==> src/rtl/router_pkg.sv <==
// Shared types for the router output controller: header address encoding
// and the per-port watchdog state machine.
package router_pkg;

  typedef logic [1:0] addr_t;

  localparam addr_t ADDR_INVALID = 2'b11;
  localparam int    DEF_TIMEOUT  = 30;

  typedef enum logic [1:0] {
    WD_IDLE,
    WD_WAIT,
    WD_FLUSH
  } wdog_state_e;

endpackage

==> src/rtl/router_out_wdog.sv <==
// Per-port starvation watchdog: a valid output left unread for TIMEOUT
// consecutive cycles earns a single-cycle soft_reset to flush its FIFO.
module router_out_wdog
  import router_pkg::*;
#(
  parameter int TIMEOUT = DEF_TIMEOUT,
  parameter int CNT_W   = $clog2(TIMEOUT)
) (
  input  logic clock,
  input  logic resetn,
  input  logic valid_out,
  input  logic read_enb,
  output logic soft_reset
);

  wdog_state_e      state_q, state_d;
  logic [CNT_W-1:0] cnt_q, cnt_d;

  always_ff @(posedge clock or negedge resetn) begin
    if (!resetn) begin
      state_q <= WD_IDLE;
      cnt_q   <= '0;
    end else begin
      state_q <= state_d;
      cnt_q   <= cnt_d;
    end
  end

  always_comb begin
    state_d = state_q;
    cnt_d   = cnt_q;
    unique case (state_q)
      WD_IDLE: begin
        cnt_d = '0;
        if (valid_out && !read_enb) begin
          state_d = WD_WAIT;
          cnt_d   = CNT_W'(1);
        end
      end
      WD_WAIT: begin
        // A read on the final count still rescues the port.
        if (read_enb || !valid_out) begin
          state_d = WD_IDLE;
          cnt_d   = '0;
        end else if (cnt_q == CNT_W'(TIMEOUT - 1)) begin
          state_d = WD_FLUSH;
        end else begin
          cnt_d = cnt_q + CNT_W'(1);
        end
      end
      WD_FLUSH: begin
        state_d = WD_IDLE;
        cnt_d   = '0;
      end
      default: begin
        state_d = WD_IDLE;
        cnt_d   = '0;
      end
    endcase
  end

  assign soft_reset = (state_q == WD_FLUSH);

endmodule

==> src/rtl/router_out_ctrl.sv <==
// Output-side controller of the 1x3 router: latches the header address,
// steers FIFO writes, drives valid_out and runs one watchdog per port.
module router_out_ctrl
  import router_pkg::*;
#(
  parameter int NPORT   = 3,
  parameter int TIMEOUT = DEF_TIMEOUT,
  parameter int CNT_W   = $clog2(TIMEOUT)
) (
  input  logic             clock,
  input  logic             resetn,
  input  logic             detect_add,
  input  logic [1:0]       data_in,
  input  logic             write_enb_reg,
  input  logic [NPORT-1:0] full,
  input  logic [NPORT-1:0] empty,
  input  logic [NPORT-1:0] read_enb,
  output logic [NPORT-1:0] write_enb,
  output logic             fifo_full,
  output logic [NPORT-1:0] valid_out,
  output logic [NPORT-1:0] soft_reset
);

  addr_t addr_q, addr_d;

  always_comb begin
    addr_d = addr_q;
    if (detect_add) addr_d = data_in;
  end

  always_ff @(posedge clock or negedge resetn) begin
    if (!resetn) addr_q <= '0;
    else         addr_q <= addr_d;
  end

  // Decode uses only the registered address, so data_in never reaches an output.
  always_comb begin
    write_enb = '0;
    fifo_full = 1'b0;
    if (addr_q != ADDR_INVALID) begin
      for (int i = 0; i < NPORT; i++) begin
        if (addr_q == addr_t'(i)) begin
          write_enb[i] = write_enb_reg;
          fifo_full    = full[i];
        end
      end
    end
  end

  assign valid_out = ~empty;

  for (genvar g = 0; g < NPORT; g++) begin : g_wdog
    router_out_wdog #(
      .TIMEOUT (TIMEOUT),
      .CNT_W   (CNT_W)
    ) u_wdog (
      .clock      (clock),
      .resetn     (resetn),
      .valid_out  (valid_out[g]),
      .read_enb   (read_enb[g]),
      .soft_reset (soft_reset[g])
    );
  end

endmodule

==> config.mk <==
export PLATFORM = sky130hd
export DESIGN_NAME = router_out_ctrl
export DESIGN_NICKNAME = d
export VERILOG_FILES = /design/src/rtl/router_pkg.sv /design/src/rtl/router_out_wdog.sv /design/src/rtl/router_out_ctrl.sv
export SDC_FILE = /design/constraint.sdc
export NUM_CORES = 1
export LEC_CHECK = 0
export ABC_AREA = 1
export CAP_MARGIN = 20
export CORE_MARGIN = 1.5
export CORE_UTILIZATION = 55
export DETAILED_ROUTE_END_ITERATION = 7
export GPL_TIMING_DRIVEN = 1
export PLACE_DENSITY = 0.84
export SETUP_SLACK_MARGIN = 0.15
export SLEW_MARGIN = 20
export SYNTH_ARGS = -nofsm -noshare
export SYNTH_HDL_FRONTEND = slang
export SYNTH_SLANG_ARGS = --single-unit
export TNS_END_PERCENT = 10
==> constraint.sdc <==
create_clock -name clock -period 2.38 [get_ports clock]
set_clock_uncertainty 0.1 [all_clocks]
set_input_delay 0.357 -clock clock [delete_from_list [all_inputs] [get_ports clock]]
set_output_delay 0.357 -clock clock [all_outputs]
set_load 0.02 [all_outputs]
==> metrics.txt, run 1 <==
share of layout cells above drive strength 1 11.9%; IO buf count 24; met2 usage 34.6%; CTS root buf sky130_fd_sc_hd__clkbuf_4; critical path capture point type output port; net switching power 181 uW; top-level port count 25; minimum period implied by the final worst setup slack 2120 ps; actual transition at the worst max-transition pin 296 ps; clock network latency to the later pin of the worst-skew pair 320 ps; Antenna diodes 0; register area share after synthesis 43.1%; mapped cell area 1340 sq um; fraction of power consumed by the clock network 26.0%; P_leak 0.797 nW; core area 2250 sq um; CP startpoint kind register; total power density per cell area 433 nW/um^2; Relative slew margins 80.3%; clock tree from TritonCTS built; worst setup path class register to output port; Layout Cell Area excl Fill 1600 sq um; number of H-tree levels 1; sw frac 26.0%; register share of total power 59.3%; final hold vios 0; DRC marker count from the first detailed-route iteration 5; timing-limited maximum frequency 0.473 GHz; worst IR drop on VDD 0.000328 V; antenna violations before repair 0; Seq cells post-synth 23; horizontal die dimension 52.3 um; met3 track utilization from global routing 3.71%; synthesized instance count 171; maximum count of clock buffers along a single path 2; data arrival time of the worst path 1660 ps; number of library cell types mapped by synthesis 22; run status finished, final reports clean; number of setup buffers added after CTS 0; required time of the critical path 1920 ps; Post-Synthesis Net Count 192; RSZ-0062 raised after global routing no; total via count after detailed routing 1,099; count of hold buffers inserted by post-cts repair 0; number of sinks on the clock net 23; TritonCTS Buffers 3; most common cell after layout, fill and taps aside sky130_fd_sc_hd__nand2_1; Final Instance Count excl. Fillers 222; fraction of met1 tracks used by global routing 24.6%; relative contribution of combinational cells to total power 14.6%; final core utilization 71.1%; placed cells 218; Avg WL per Cell 10.5 um; max-slew violations 0; Die Y-Extent 52.3 um; HPWL after detailed placement 1.85 mm; count of TritonRoute iterations in the first routing pass 4; number of global-route vias before repair 1,016; final net count 216; first-pass GRT wire length 4.06 mm; # setup viols final 0; maximum number of pins on one net before global-route repair 24; maxcap violations 0; clock-pin transition on the worst setup and hold timing paths 120 ps; mean instance size in the synthesized netlist 7.81 sq um; remaining design rule violation count 0; synthesis-to-finish area growth 20.1%; DRT antenna net count 0; wirelength, routed 2.34 mm; commonest cells after routing, fill and taps aside sky130_fd_sc_hd__nand2_1, sky130_fd_sc_hd__inv_1, sky130_fd_sc_hd__dfrtp_1, sky130_fd_sc_hd__clkdlybuf4s50_1, sky130_fd_sc_hd__nor2_1; Placement Rows 17; worst hold margin 276 ps; total routing usage reported by global routing 20.2%; Yosys warning count 0; layer carrying the most global-route usage met2; P_int 514 uW; die area 2730 sq um; final worst slack 265 ps; GPL Wtd Cong 0.780; PnR Total Power 695 uW; effective utilization at floorplan 59.2%; worst-case setup slack after placement 250 ps; Sum Neg Setup Slack 0 ps; number of vias per cell after detailed routing 4.95; Post-Place Cell Area 1570 sq um; worst min-delay path class input pin to asynchronous set/reset pin; post-route clock period utilization 88.9%; maximum fanout encountered on the critical timing path 4; remaining global-route overflow 0
-- layer usage --
metal | vias to the layer above | wire length (um)
li1 | 571 | -
met1 | 506 | 1090
met2 | 17 | 1130
met3 | 5 | 72
met4 | 0 | 46
met5 | - | 0
-- flip-flops by register name (all words and copies together) (netlist names) --
signal,flops
g_wdog.u_wdog.cnt_q,15
g_wdog.u_wdog.state_q,6
addr_q,2
-- power by group through the flow --
stage | clock (mW) | combinational [mW] | sequential (mW)
2_1_floorplan | 0 | 0.0508 | 0.417
3_3_place_gp | 0 | 0.0991 | 0.419
6_report | 0.181 | 0.101 | 0.412
5_1_grt | 0.199 | 0.114 | 0.414
3_5_place_dp | 0 | 0.103 | 0.420
4_1_cts | 0.185 | 0.103 | 0.412
-- synth_stat cells --
master	instances	share of area (%)
sky130_fd_sc_hd__nor2_1	19	5.3
sky130_fd_sc_hd__o21ai_0	5	1.9
sky130_fd_sc_hd__nor2_4	3	2.5
sky130_fd_sc_hd__ha_1	6	5.6
sky130_fd_sc_hd__inv_2	2	0.56
sky130_fd_sc_hd__buf_4	6	3.4
sky130_fd_sc_hd__o21ai_1	1	0.37
sky130_fd_sc_hd__inv_1	26	7.3
sky130_fd_sc_hd__o21ai_2	1	0.66
sky130_fd_sc_hd__nand4_1	4	1.9
sky130_fd_sc_hd__nand2_2	3	1.4
sky130_fd_sc_hd__nand2_4	1	0.84
sky130_fd_sc_hd__a21oi_1	6	2.2
sky130_fd_sc_hd__clkinv_4	1	0.66
sky130_fd_sc_hd__nor3_1	4	1.5
sky130_fd_sc_hd__nor2_2	4	1.9
sky130_fd_sc_hd__nand2_1	36	10
sky130_fd_sc_hd__nand3_1	12	4.5
sky130_fd_sc_hd__dfrtp_1	23	43
sky130_fd_sc_hd__nand3b_1	4	2.2
sky130_fd_sc_hd__a21boi_0	1	0.56
sky130_fd_sc_hd__or2_2	3	1.4
-- repair_timing --
item                                    CTS  global route
endpoints found under the setup margin    0             1
hold endpoints to repair                  0             0
resized for setup                         0             1
-- logic make-up after synthesis --
family          synth area share (%)
flops                           43.1
compound gates                  5.72
simple gates                    33.6
fa+ha+maj                       5.62
buf+inv                         11.9
-- cell type report --
cell class | count | area, sq um
sequential | 23 | 576
tap | 28 | 35.0
clock inverter | 1 | 5.00
multi-input combinational | 113 | 601
clock buffer | 3 | 22.5
inverter | 29 | 114
timing repair buffer | 25 | 250
fill | 183 | 652
-- path summary, 6_finish.rpt --
| kind | startpoint | end | slack (ps) | depth (start not counted) |
|---|---|---|---|---|
| max | addr_q[0] | fifo_full | 260 | 4 |
| min | resetn | g_wdog[0].u_wdog.cnt_q[3] | 280 | 2 |
| max reg2reg | g_wdog[1].u_wdog.cnt_q[1] | g_wdog[1].u_wdog.cnt_q[0] | 990 | 7 |
| min reg2reg | g_wdog[1].u_wdog.cnt_q[3] | g_wdog[1].u_wdog.cnt_q[3] | 380 | 1 |
| max in group asynchronous | resetn | g_wdog[2].u_wdog.cnt_q[0] | 1680 | 2 |
| min in group clock | g_wdog[1].u_wdog.cnt_q[3] | g_wdog[1].u_wdog.cnt_q[3] | 380 | 1 |
-- critical path, cell delays in order, from the launching register on --
cell	delay [ps]
sky130_fd_sc_hd__dfrtp_1	440
sky130_fd_sc_hd__inv_1	120
sky130_fd_sc_hd__nand3_1	80
sky130_fd_sc_hd__nand3_1	90
sky130_fd_sc_hd__clkdlybuf4s50_1	610
(Power assumes the default switching activity.)
==> run 2: changes to the inputs <==
SLEW_MARGIN = not set   (was 20)
==> results of run 2 <==
No change in the layout: final DEF, timing and power equal those of run 1.
==> run 3: changes to the inputs <==
ABC_CLOCK_PERIOD_IN_PS = 2380   (was not set)
==> results of run 3 <==
No change in the layout: final DEF, timing and power equal those of run 1.
